$ cat src/rtl/mul_serial_io_pkg.sv
// Shared types and defaults for the chunk-serial multiplier.
package mul_serial_io_pkg;

  typedef enum logic [1:0] {
    ST_LOAD = 2'd0,
    ST_MUL  = 2'd1,
    ST_OUT  = 2'd2
  } state_t;

  localparam int DEF_IO_WIDTH = 7;
  localparam int DEF_X_WIDTH  = 7;

  function automatic bit params_legal(input int io_w, input int x_w);
    return (io_w >= 1) && (x_w >= 2) && ((x_w % io_w) == 0);
  endfunction

endpackage

$ cat src/rtl/mul_serial_io_core.sv
// Shift-add multiplier datapath: operand shift-in, one multiplier bit per cycle.
module mul_seq_core
  import mul_serial_io_pkg::*;
#(
  parameter int IO_WIDTH = DEF_IO_WIDTH,
  parameter int X_WIDTH  = DEF_X_WIDTH
) (
  input  logic                   clk,
  input  logic                   rst,
  input  logic                   shift_en,
  input  logic [IO_WIDTH-1:0]    chunk,
  input  logic                   start,
  input  logic                   signed_in,
  output logic                   done,
  output logic [IO_WIDTH-1:0]    p_first,
  output logic [2*X_WIDTH-1:0]   p
);

  localparam int BW = $clog2(X_WIDTH);
  localparam logic [BW-1:0] LAST_BIT = BW'(X_WIDTH - 1);

  // {q, m}: chunks enter at the top and walk down, so chunk 0 ends in m[LSBs]
  logic [2*X_WIDTH-1:0] opnd;
  logic [X_WIDTH-1:0]   m;
  logic [X_WIDTH-1:0]   q;
  logic [BW-1:0]        bit_cnt;
  logic                 running;
  logic [2*X_WIDTH-1:0] m_ext;
  logic [2*X_WIDTH-1:0] term;
  logic [2*X_WIDTH-1:0] p_next;

  assign m = opnd[X_WIDTH-1:0];
  assign q = opnd[2*X_WIDTH-1:X_WIDTH];

  always_comb begin
    m_ext = signed_in ? {{X_WIDTH{m[X_WIDTH-1]}}, m} : {{X_WIDTH{1'b0}}, m};
    term  = q[bit_cnt] ? (m_ext << bit_cnt) : '0;
    // the multiplier's sign bit carries negative weight
    if (signed_in && (bit_cnt == LAST_BIT))
      p_next = p - term;
    else
      p_next = p + term;
  end

  assign done    = running && (bit_cnt == LAST_BIT);
  assign p_first = p_next[IO_WIDTH-1:0];

  always_ff @(posedge clk) begin
    if (rst) begin
      opnd    <= '0;
      p       <= '0;
      bit_cnt <= '0;
      running <= 1'b0;
    end else begin
      if (shift_en)
        opnd <= {chunk, opnd[2*X_WIDTH-1:IO_WIDTH]};
      if (start) begin
        p       <= '0;
        bit_cnt <= '0;
        running <= 1'b1;
      end else if (running) begin
        p <= p_next;
        if (bit_cnt == LAST_BIT) begin
          running <= 1'b0;
          bit_cnt <= '0;
        end else begin
          bit_cnt <= bit_cnt + 1'b1;
        end
      end
    end
  end

endmodule

$ cat src/rtl/mul_serial_io.sv
// Chunk-serial multiplier top: load/unload FSM, chunk counter and output muxing.
//   state   | meaning
//   ST_LOAD | accepting operand chunks (m first, then q)
//   ST_MUL  | core stepping through multiplier bits
//   ST_OUT  | streaming product chunks, LSB chunk first
module mul_serial_io
  import mul_serial_io_pkg::*;
#(
  parameter int IO_WIDTH = DEF_IO_WIDTH,
  parameter int X_WIDTH  = DEF_X_WIDTH
) (
  input  logic                clk,
  input  logic                rst,
  input  logic [IO_WIDTH-1:0] din,
  input  logic                din_valid,
  input  logic                signed_mode,
  output logic [IO_WIDTH-1:0] dout,
  output logic                dout_valid,
  output logic                busy
);

  localparam int N  = X_WIDTH / IO_WIDTH;
  localparam int CW = $clog2(2 * N);
  localparam logic [CW-1:0] LAST_CHUNK = CW'(2 * N - 1);

  if (!params_legal(IO_WIDTH, X_WIDTH)) begin : g_bad_params
    $error("mul_serial_io: X_WIDTH must be >= 2 and a multiple of IO_WIDTH >= 1");
  end

  state_t               state;
  logic [CW-1:0]        chunk_cnt;
  logic [CW-1:0]        nxt_cnt;
  logic                 sgn_cap;
  logic                 shift_en;
  logic                 start;
  logic                 core_done;
  logic [IO_WIDTH-1:0]  p_first;
  logic [2*X_WIDTH-1:0] p;

  assign nxt_cnt  = chunk_cnt + 1'b1;
  assign shift_en = (state == ST_LOAD) && din_valid;
  assign start    = shift_en && (chunk_cnt == LAST_CHUNK);

  mul_seq_core #(
    .IO_WIDTH(IO_WIDTH),
    .X_WIDTH (X_WIDTH)
  ) u_core (
    .clk      (clk),
    .rst      (rst),
    .shift_en (shift_en),
    .chunk    (din),
    .start    (start),
    .signed_in(sgn_cap),
    .done     (core_done),
    .p_first  (p_first),
    .p        (p)
  );

  always_ff @(posedge clk) begin
    if (rst) begin
      state      <= ST_LOAD;
      chunk_cnt  <= '0;
      sgn_cap    <= 1'b0;
      dout       <= '0;
      dout_valid <= 1'b0;
      busy       <= 1'b0;
    end else begin
      case (state)
        ST_LOAD: begin
          if (din_valid) begin
            if (chunk_cnt == '0)
              sgn_cap <= signed_mode;
            if (chunk_cnt == LAST_CHUNK) begin
              state     <= ST_MUL;
              chunk_cnt <= '0;
              busy      <= 1'b1;
            end else begin
              chunk_cnt <= nxt_cnt;
            end
          end
        end
        ST_MUL: begin
          // final product is not registered yet, so take chunk 0 from the adder
          if (core_done) begin
            state      <= ST_OUT;
            dout       <= p_first;
            dout_valid <= 1'b1;
          end
        end
        ST_OUT: begin
          if (chunk_cnt == LAST_CHUNK) begin
            state      <= ST_LOAD;
            chunk_cnt  <= '0;
            dout       <= '0;
            dout_valid <= 1'b0;
            busy       <= 1'b0;
          end else begin
            chunk_cnt <= nxt_cnt;
            dout      <= p[nxt_cnt*IO_WIDTH +: IO_WIDTH];
          end
        end
        default: state <= ST_LOAD;
      endcase
    end
  end

endmodule
$ cat config.mk
export PLATFORM = sky130hd
export DESIGN_NAME = mul_serial_io
export DESIGN_NICKNAME = d
export VERILOG_FILES = /design/src/rtl/mul_serial_io_pkg.sv /design/src/rtl/mul_serial_io_core.sv /design/src/rtl/mul_serial_io.sv
export SDC_FILE = /design/constraint.sdc
export NUM_CORES = 1
export LEC_CHECK = 0
export ABC_AREA = 1
export ABC_CLOCK_PERIOD_IN_PS = 7120
export BUFFER_PORTS_ARGS = -buffer_cell sky130_fd_sc_hd__buf_2
export CORE_MARGIN = 4
export CORE_UTILIZATION = 46
export DETAILED_ROUTE_END_ITERATION = 8
export SLEW_MARGIN = 30
export SYNTH_ARGS = -nofsm -noshare
export SYNTH_HDL_FRONTEND = slang
export SYNTH_SLANG_ARGS = --single-unit
$ cat constraint.sdc
create_clock -name clk -period 7.12 [get_ports clk]
set_input_delay 1.424 -clock clk [delete_from_list [all_inputs] [get_ports clk]]
set_output_delay 1.424 -clock clk [all_outputs]
set_load 0.03 [all_outputs]
; Word level (Yosys, flattened, before mapping)
; Cells that the tools add are included.
[word_totals]
reg_bits = 45
input_bits = 11
out_inout_bits = 9
word_cells = 66
[classes]
addsub = 4
multipliers = 1
n_lt_le_gt_ge = 1
eq_ne = 7
shift = 2
n_mux = 26
bitwise = 1
n_reduce_logical = 14
[ops]
columns = op, count
row1 = $mux W14, 3
row2 = $add A14 B14 Y14, 1
row3 = $mux W7, 2
row4 = $pmux W7 S2, 1
row5 = $shiftx A14 B5 Y7, 1
row6 = $shl A14 B3 Y14, 1
row7 = $sub A14 B14 Y14, 1
row8 = $mux W1, 10
row9 = $mux W2, 4
row10 = $ne A2 B2 Y1 const B, 4
row11 = $reduce_and A4 Y1, 2
row12 = $pmux W1 S2, 3
row13 = $pmux W2 S3, 1
row14 = $reduce_and A3 Y1, 2
row15 = $logic_and A1 B1 Y1, 4
row16 = $lt A3 B4 Y1 const B, 1
row17 = $mul A1 B3 Y4 const B, 1
row18 = $reduce_and A2 Y1, 2
row19 = $reduce_bool A2 Y1, 2
row20 = $add A3 B1 Y3 const B, 1
row21 = $bmux W1 S3, 1
row22 = $eq A3 B3 Y1 const B, 1
row23 = $mux W3, 1
row24 = $eq A2 B1 Y1 const B, 1
row25 = 5 further kinds, 5

; Depth between registers and ports, before layout
; Gate-level depths: netlist (run 1).
[logic_depth]
word_depth = 7
mapped_depth = 26
mapped_depth_nobuf = 26

; By module
; Synthesis (run 1) repeated with hierarchy kept, for this count alone.
[unflattened]
cells_unflattened = 492
area_unflattened_um2 = 3299.4
[modules_own_cells]
columns = mod, instances, cells_each, area_per_inst_um2, seq_area_each_um2
row1 = mul_seq_core, 1, 396, 2627.5, 640.6
row2 = mul_serial_io, 1, 96, 671.9, 260.2

; Worst setup path after synthesis (run 1)
; OpenSTA, ideal clock, no wires.
[synth_timing]
kind = register -> register
startpoint = register u_core.bit_cnt[0]
endpoint = register u_core.p[11]
setup_ns = 0.113
t_arrival_ns = 2.890
required_ns = 7.007
slack_ns = 4.116
stages_incl_launch_ff = 19
path_buffers = 1
synth_period_minus_slack_ns = 3.004
path_cell_list = dfxtp_1 > buf_4 > nand2_1 > a21oi_1 > nand3_1 > ha_1 > xnor2_1 > nor2_1 > inv_1 > ha_1 > a21oi_1 > o21ai_0 > nor2_1 > o21ai_1 > a21boi_0 > o21ai_1 > xor2_1 > o21ai_1 > inv_1
[synth_via]
elab_chain_len = 5
elab_cells_between_ends = 9
classes_between = add/sub (2) / eq/ne (1) / shift (1) / mux (4) / reduce/logical (1)
[synth_lines]
columns = element, line_no
row1 = "start, declared", mul_serial_io_core.sv:26  ; logic [BW-1:0] bit_cnt;
row2 = "start signal, assigned", mul_serial_io_core.sv:67  ; bit_cnt <= bit_cnt + 1'b1;
row3 = $bmux W1 S3, mul_serial_io_core.sv:37  ; term = q[bit_cnt] ? (m_ext << bit_cnt) : '0;
row4 = $mux W1 (not written as such), mul_serial_io_core.sv:37
row5 = $mux W14, mul_serial_io_core.sv:37
row6 = $add A14 B14 Y14 / $sub A14 B14 Y14 (equally long branches), "mul_serial_io_core.sv:42, mul_serial_io_core.sv:40"
row7 = $mux W14 (*), mul_serial_io_core.sv:39  ; if (signed_in && (bit_cnt == LAST_BIT))
row8 = "end signal, assigned", mul_serial_io_core.sv:62  ; p <= p_next;
row9 = "end, declared", mul_serial_io_core.sv:16  ; output logic [2*X_WIDTH-1:0] p
; Every way passes the cells marked *; elsewhere a longest branch is shown, timed or not. The select of a mux whose other input is x is not followed.
; A chain may end at the register's enable or synchronous reset.

; Final worst setup path (run 1)
[layout_timing]
startpoint = register u_core.bit_cnt[0]
endpoint = register u_core.p[13]
; The elaborated chain is that of the path after synthesis.

==> metrics.cfg, run 1 <==
[outcome]
status = finished clean

[timing]
setup_violations = 0
timing.fmax_mhz = 270
fin_crit_sh_pct = 52.1
finalCriticalPeriod_ns = 3.71
rsz0062_at_grt = no
slew_headroom_pct = 47.3
worst_slew_pin_slew_ns = 0.790
fin_setup_tns_ns = 0
slew_violations = 0
hold_viol_final = 0
fin_skew_ns = 0.0143

[synthesis]
synth_warnings = 0
synth_top_area_share_pct = 29.7
syn_avg_cell_area_um2 = 6.59
ys_ff_latch = 45
synth_area_um2 = 3040
synth-async-reset-ratio_pct = 0
ys_seq_area_share_pct = 29.7
synth_edf_count = 0
synth_area_leaders = dfxtp_1, nand2_1, a21oi_1
synthMuxAreaShare_pct = 0
synth_fa_ha_area_share_pct = 6.43
synth_top_area_cell = dfxtp_1
synth_top_family_by_area = simple AND/OR/NAND/NOR gates
synth_cell_type_count = 41
synth_most_common_cell = nand2_1
synthesis.instances = 461
synth_compound_area_share_pct = 19.8
yosys.area_share.xor_xnor_pct = 6.05
ys_top_cells_by_count = nand2_1, nor2_1, inv_1
yosys.area_share.simple_pct = 28.8
ys_dominant_reg_cell = dfxtp_1
synth_nets = 487

[clock_tree]
htree_levels = 2
clock_latency_ns = 0.31
ctsLongestPathBuffers = 2
cts_buffers = 5
clockRootBuffer = clkbuf_8
cts_resized = 0
post-cts-setup-buffer-count = 0
numClockSinks = 45
ctsHoldBuffers = 0
cts_tree = built
path_clk_slew_ns = 0.10

[finish]
fillCellCount = 666
drive_gt1_share_pct = 10.4
nNetsFinal = 498
utilization_pct = 50.8
syn_to_final_growth_pct = 6.71
diodes = 0
final_area_um2 = 3240

[detailed_routing]
routedWlPerCell_um = 13.3
wirelength_um = 7330
dr_total_vias = 2888
drc = 0
firstDrtPassIters = 5
via_per_inst = 5.25
drt_iter0_markers = 134
ant_nets = 0

[placement]
gp_congestion = 0.900
hpwl_um = 5650
portBuffers = 19
place_area_um2 = 3150

[die]
die-height_um = 89.3
core_area_um2 = 6390
die_w_um = 89.3
initial_core_util_pct = 47.6
fp.dieArea_um2 = 7970
num_rows = 29
io_pins = 20

[critical_path]
endpoint_kind = register
start_kind = register
critical_path_class = register to register
critPathTopFamily = simple AND/OR/NAND/NOR gates
slowest_delay_ns = 0.60
cpMostUsedCell = nand2_1
slowest_stage = dfxtp_1
cp.arrival_ns = 3.96
crit_fanout = 14
path_buf_inv = 4
cp.required_ns = 7.37

[global_route]
grt_overflow = 0
antenna_found_initial = 0
grt_usage_pct = 19.7
grt_pass1_wl_um = 12300
grt_max_degree = 24
grt_pass1_vias = 2582

[power]
ir_drop_mv = 0.153
power_density_nw_per_um2 = 239
leakage_uw = 0.00160

[flow_run]
drv_cap = 0

[min_path]
worstHoldPathType = register to register

## placed cells by master, fill, tap and decap left out, types with 14 or more instances in the layout
master | synthesis | final
a21oi_1 | 45 | 45
buf_2 | 6 | 19
dfxtp_1 | 45 | 45
ha_1 | 14 | 14
inv_1 | 49 | 49
nand2_1 | 90 | 90
nand3_1 | 26 | 26
nor2_1 | 60 | 60
o21ai_0 | 41 | 41
xor2_1 | 15 | 15
## report_power, final
| part | internal, µW | switching (µW) | leakage, µW |
|---|---|---|---|
| registers | 268 | 18.8 | 0.000368 |
| clock network | 69.3 | 93.4 | 0.0000374 |
| logic | 120 | 206 | 0.00119 |
## worst reg2reg max path: stages (launching register included)
cell and delay (ns):
dfxtp_1 0.60, inv_2 0.21, nand2_1 0.10, nand2_1 0.06, nand2_1 0.07, nand2_2 0.10, nand3_1 0.15, ha_1 0.23
nand4_1 0.14, nand3b_1 0.22, nand2_1 0.11, o21ai_1 0.09, xnor2_1 0.13, inv_1 0.06, ha_1 0.34, a21o_1 0.18
inv_1 0.06, o21ai_0 0.09, a21oi_1 0.14, o21a_1 0.15, inv_1 0.06, nand3_2 0.08, nand2_1 0.05, nor2_1 0.11
nor2_1 0.05, nor2_1 0.10
## metal layers
layer  track usage (%)  share of wire, %
met5                 0                 0
met4              4.06              0.85
met3              3.41               4.7
met2              29.5                41
met1              29.5                54
## area by class of cell
cell class | instances | area, µm² | share of cell area, %
well taps | 77 | 96.3 | 2.97
clock buffers | 6 | 72.6 | 2.24
inverters | 55 | 206 | 6.37
flip-flops and latches | 45 | 901 | 27.8
multi-input cells | 346 | 1860 | 57.2
clock inverters | 2 | 15.0 | 0.463
repair buffers | 19 | 95.1 | 2.93
## metrics by stage
stage | power, µW | hold WS [ns] | setup slack [ns] | instances
floorplan | 544 | 0.441 | 4.12 | 461
global placement | 614 | 0.461 | 3.49 | 542
detailed placement | 613 | 0.461 | 3.46 | 542
CTS | 779 | 0.479 | 3.43 | 550
global route | 833 | 0.505 | 2.98 | 550
finish | 775 | 0.486 | 3.41 | 550
## worst paths after layout
path | cells past startpoint | end | from | slack (ns)
setup / recovery | 25 | u_core.p[13]$_SDFFE_PP0P_ | u_core.bit_cnt[0]$_SDFFE_PP0P_ | 3.41
hold / removal | 2 | dout_valid$_SDFFE_PP0P_ | dout_valid$_SDFFE_PP0P_ | 0.49
setup reg to reg | 25 | u_core.p[13]$_SDFFE_PP0P_ | u_core.bit_cnt[0]$_SDFFE_PP0P_ | 3.41
hold reg to reg | 2 | dout_valid$_SDFFE_PP0P_ | dout_valid$_SDFFE_PP0P_ | 0.49
## cell families after synthesis
kind of cell,after synthesis
AOI/OAI and AO/OA,110
xor gates and xnor gates,21
adders and majority gates,15
buffers and inverters,70
DFF,45
and+or+nand+nor,200
## flip-flops by register name (all words and copies together) (netlist names)
register / flops
busy: 1
chunk_cnt: 1
dout: 7
dout_valid: 1
sgn_cap: 1
state: 2
u_core.bit_cnt: 3
u_core.opnd: 14
u_core.p: 14
u_core.running: 1
No activity file was read; power rests on OpenSTA's default activity.
==> run 2, diff against run 1 <==
- ABC_CLOCK_PERIOD_IN_PS: 7120 -> 3500
- clock period: 7.12 -> 3.5 ns (I/O delays scaled with it)
==> run 2 against run 1 <==
  * Power is 120% higher
  * Sequential share of layout area is 0.82 points lower
  * Clock skew is 0.0064 ns lower
  * Count of clock-buffer cells in the layout stayed put
  * Largest cell class unchanged
  * Hold slack worse by 0.0079 ns
  * Sequential power is 100% higher
  * Global-route usage is 0.39 points lower
  * Critical path depth is 3 lower
  * Register-to-register slack worse by 3.1 ns
==> metrics.cfg, run 2 (synthesis results as in run 1) <==
[detailed_routing]
wl_met1_um = 3970
dr_wl_met3_um = 170
via_per_inst = 5.29
dr_total_vias = 2952
top_layer = met4
firstDrtPassIters = 4
routedWlPerCell_um = 13.3
wirelength_um = 7430
drc = 0
ant_nets = 0
wl_met2_um = 3250
drt_iter0_markers = 106

[critical_path]
reg2reg_slack_ns = 0.27
cp.required_ns = 3.70
r2r_cells = 22
worstSetupEndpoint = u_core.p[13]$_SDFFE_PP0P_
crit_fanout = 8
critical_path_class = register to register
start_kind = register
crit_start = u_core.bit_cnt[0]$_SDFFE_PP0P_
cp.arrival_ns = 3.42
endpoint_kind = register
reg2reg_to = u_core.p[13]$_SDFFE_PP0P_
r2r-start = u_core.bit_cnt[0]$_SDFFE_PP0P_

[finish]
layout_commonest_cell = nand2_1
fillCellCount = 656
diodes = 0
reg_top3 = u_core.opnd x14, u_core.p x14, dout x7
final_cell_mix = nand2_1, nor2_1, inv_1
nNetsFinal = 506
final_area_um2 = 3370
fin_cells = 558
utilization_pct = 52.7
syn_to_final_growth_pct = 10.9
drive_gt1_share_pct = 13.7

[global_route]
grt_pass1_vias = 2625
grt_max_degree = 24
grt_pass1_wl_um = 12100
grt_usage_pct = 19.3
antenna_found_initial = 0
grt_overflow = 0

[clock_tree]
ctsHoldBuffers = 0
cts_tree = built
ctsLongestPathBuffers = 2
clockRootBuffer = clkbuf_8
clock_latency_ns = 0.30
cts_buffers = 5
htree_levels = 2
path_clk_slew_ns = 0.09
numClockSinks = 45

[timing]
slew_violations = 0
slew_headroom_pct = 63.5
fin_crit_sh_pct = 92.2
worst_slew_pin_slew_ns = 0.547
finalCriticalPeriod_ns = 3.23
fin_skew_ns = 0.00797
timing.fmax_mhz = 310
fin_setup_tns_ns = 0
hold_viol_final = 0
setup_violations = 0

[power]
p_seq_share_pct = 34.1
leakage_uw = 0.00166
ir_drop_mv = 0.236
p_comb_share_pct = 41.9
power.switching_uw = 652
swShare_pct = 38.7
clockPowerShare_pct = 24.0
power.internal_uw = 1030
p_total_uw = 1690
power_density_nw_per_um2 = 501

[die]
die_w_um = 89.3
num_rows = 29
core_area_um2 = 6390
fp.dieArea_um2 = 7970
io_pins = 20
die-height_um = 89.3
initial_core_util_pct = 47.6

[placement]
gp_congestion = 0.900
place_area_um2 = 3210
placed_cells = 549
hpwl_um = 5690
portBuffers = 19

[flow_run]
drv_cap = 0

[outcome]
status = finished clean

[min_path]
worstHoldPathType = register to register

==> run 2: per-layer routing <==
metal  vias up  GRT usage [%]
met4         0           3.92
met3         4           3.13
met1      1363           28.7
met2        41           29.4
li1       1544              -
met5         -              0
==> run 2: area by class of cell <==
class                           instances  area (µm²)  area share, %
Sequential cell                        45         908           27.0
Clock buffer                            6        72.6           2.15
Timing Repair Buffer                   27         155           4.61
Clock inverter                          2        38.8           1.15
Inverter                               55         211           6.28
Multi-Input combinational cell        346        1890           56.0
Tap cell                               77        96.3           2.86
==> run 2: power by group through the flow <==
stage | clock (µW) | sequential (µW) | combinational [µW]
finish | 404 | 575 | 707
global route | 432 | 578 | 803
CTS | 411 | 575 | 690
detailed placement | 0 | 587 | 687
global placement | 0 | 587 | 684
floorplan | 0 | 575 | 531
==> run 2: per-stage QoR <==
step           hold WS [ns]  worst slack [ns]
6_report              0.478             0.274
5_1_grt               0.525           -0.0154
4_1_cts               0.483            0.0503
3_5_place_dp          0.468            0.0845
3_3_place_gp          0.462             0.149
2_1_floorplan         0.441             0.496
==> run 2: worst max-delay path, cell delays in order, from the launching register on <==
cell      delay (ns)
dfxtp_4         0.40
buf_4           0.17
nand2_1         0.09
a21oi_2         0.18
nand3_1         0.14
ha_2            0.23
nand4_1         0.11
nand3b_1        0.16
nand2_1         0.11
o21ai_2         0.08
xnor2_1         0.12
inv_1           0.05
ha_1            0.33
nand2_1         0.08
nor2_1          0.16
nand4_1         0.11
o21a_1          0.21
inv_1           0.08
nand3_2         0.08
nand2_1         0.06
nor2_1          0.04
nor2_1          0.08
nor2_1          0.05
==> run 2: repair_timing <==
| action | CTS | global route |
|---|---|---|
| resized for setup | 0 | 14 |
| buffers inserted | 0 | 1 |
| endpoints found under the setup margin | 0 | 5 |
==> run 2: how the worst min path moves through the flow <==
stage | startpoint | end | slack [ns] | cells after the start
after floorplan | u_core.opnd[7]$_SDFFE_PP0P_ | u_core.opnd[7]$_SDFFE_PP0P_ | 0.44 | 2
after global placement | dout_valid$_SDFFE_PP0P_ | dout_valid$_SDFFE_PP0P_ | 0.46 | 2
after detailed placement | dout_valid$_SDFFE_PP0P_ | dout_valid$_SDFFE_PP0P_ | 0.47 | 2
after CTS | dout_valid$_SDFFE_PP0P_ | dout_valid$_SDFFE_PP0P_ | 0.48 | 2
after global routing | dout_valid$_SDFFE_PP0P_ | dout_valid$_SDFFE_PP0P_ | 0.53 | 2
final | dout_valid$_SDFFE_PP0P_ | dout_valid$_SDFFE_PP0P_ | 0.48 | 2
==> run 3, diff against run 2 <==
- CTS_BUF_LIST: not set -> sky130_fd_sc_hd__clkbuf_4
==> run 3 against run 2 <==
  * Worst setup slack better by 0.015 ns
  * Via count up 0.41%
  * Combinational power up 3%
  * Sequential power about the same
  * Maximum frequency up 0.48%
  * Utilization unchanged
  * Wire length down 0.11%
  * Non-clock buffer count up 1
  * Critical path type unchanged
  * Critical endpoint unchanged
==> metrics.cfg, run 3 (synthesis results as in run 1) <==
[critical_path]
slowest_delay_ns = 0.42
critical_path_class = register to register
cp.arrival_ns = 3.47
crit_fanout = 8
slowest_stage = dfxtp_4
start_kind = register
critPathTopFamily = simple AND/OR/NAND/NOR gates
cp_cell_sequence = buf_4 > nand2_1 > a21oi_2 > nand3_2 > ha_2 > nand4_1 > nand3b_1 > nand2_1 > o21ai_2 > xnor2_1 > inv_1 > ha_1 > nand2_1 > nor2_1 > nand4_1 > o21a_1 > inv_1 > nand3_2 > nand2_1 > nor2_1 > nor2_1 > nor2_1
endpoint_kind = register
cp.required_ns = 3.76
path_buf_inv = 3

[global_route]
antenna_found_initial = 0
grt.busiest_layer = met2
grt_max_degree = 24
grt_pass1_vias = 2633
gr-usage-met3_pct = 3.13
met1_usage_pct = 28.6
grt_overflow = 0
gr-usage-met2_pct = 29.6
grt_usage_pct = 19.4
grt_pass1_wl_um = 12200

[finish]
final_cell_mix = nand2_1, nor2_1, inv_1
multi_input_area_um2 = 1910
drive_gt1_share_pct = 14.7
diodes = 0
fin_cells = 559
regArea_um2 = 908
final_area_um2 = 3370
syn_to_final_growth_pct = 10.9
layout_commonest_cell = nand2_1
fillCellCount = 650
nNetsFinal = 507
reg_top3 = u_core.opnd x14, u_core.p x14, dout x7

[die]
die-height_um = 89.3
initial_core_util_pct = 47.6
core_area_um2 = 6390
die_w_um = 89.3
fp.dieArea_um2 = 7970
num_rows = 29
io_pins = 20

[detailed_routing]
firstDrtPassIters = 4
routedWlPerCell_um = 13.3
drc = 0
ant_nets = 0
wirelength_um = 7420
dr_total_vias = 2964
drt_iter0_markers = 139
via_per_inst = 5.30

[clock_tree]
numClockSinks = 45
cts_buffers = 5
clockRootBuffer = clkbuf_4
clock_latency_ns = 0.37
htree_levels = 2
ctsLongestPathBuffers = 2
path_clk_slew_ns = 0.15
cts_tree = built

[timing]
fin_skew_ns = 0.0193
fin_setup_tns_ns = 0
slew_violations = 0
slew_headroom_pct = 64.3
hold_viol_final = 0
finalCriticalPeriod_ns = 3.21
setup_violations = 0
worst_slew_pin_slew_ns = 0.535
fin_crit_sh_pct = 91.7
timing.fmax_mhz = 311

[outcome]
status = finished clean

[power]
p_total_uw = 1650
power_density_nw_per_um2 = 489
ir_drop_mv = 0.291
leakage_uw = 0.00166

[flow_run]
drv_cap = 0

[placement]
gp_congestion = 0.900
hpwl_um = 5690
placed_cells = 549
place_area_um2 = 3210
portBuffers = 19

[min_path]
worstHoldPathType = register to register

run 3: routing by layer:
layer	wire length, µm	part of all wire, %
met3	244	3.3
met1	3910	53
met5	0	0
met2	3200	43
met4	70	0.94
run 3: stage by stage:
step	worst slack [ns]	util, %	hold WS [ns]
final	0.290	52.7	0.485
after global routing	-0.0149	52.7	0.531
after CTS	0.0318	51.5	0.490
after detailed placement	0.0845	50.2	0.468
after global placement	0.149	50.2	0.462
after floorplan	0.496	-	0.441
run 3: final cells by class:
cell class,count,area share [%]
clock inverter,2,1.15
multi-input combinational,346,56.6
clock buffer,6,1.34
sequential,45,27.0
tap,77,2.86
inverter,55,6.28
timing repair buffer,28,4.83
run 3: worst paths after layout:
kind | slack [ns] | startpoint | depth (start not counted) | endpoint
max | 0.29 | u_core.bit_cnt[0]$_SDFFE_PP0P_ | 22 | u_core.p[13]$_SDFFE_PP0P_
min | 0.48 | dout_valid$_SDFFE_PP0P_ | 2 | dout_valid$_SDFFE_PP0P_
max reg2reg | 0.29 | u_core.bit_cnt[0]$_SDFFE_PP0P_ | 22 | u_core.p[13]$_SDFFE_PP0P_
min reg2reg | 0.48 | dout_valid$_SDFFE_PP0P_ | 2 | dout_valid$_SDFFE_PP0P_
run 3: timing repair:
action | CTS | global route
setup endpoints to repair | 0 | 5
buffers inserted | 0 | 2
hold buffers | 0 | 0
gates resized for setup | 0 | 17
run 3: worst register-to-register path: stages, from the launching register on:
cell and delay (ns):
dfxtp_4 0.42, buf_4 0.17, nand2_1 0.09, a21oi_2 0.19, nand3_2 0.11, ha_2 0.22
nand4_1 0.11, nand3b_1 0.16, nand2_1 0.11, o21ai_2 0.08, xnor2_1 0.12, inv_1 0.05
ha_1 0.33, nand2_1 0.08, nor2_1 0.16, nand4_1 0.11, o21a_1 0.21, inv_1 0.08
nand3_2 0.08, nand2_1 0.06, nor2_1 0.04, nor2_1 0.08, nor2_1 0.05
run 3: power breakdown:
part | total (µW) | switching (µW) | internal (µW) | leakage [µW]
combinational | 726 | 437 | 290 | 0.00125
sequential | 576 | 31.5 | 545 | 0.000369
clock | 344 | 184 | 160 | 0.0000459
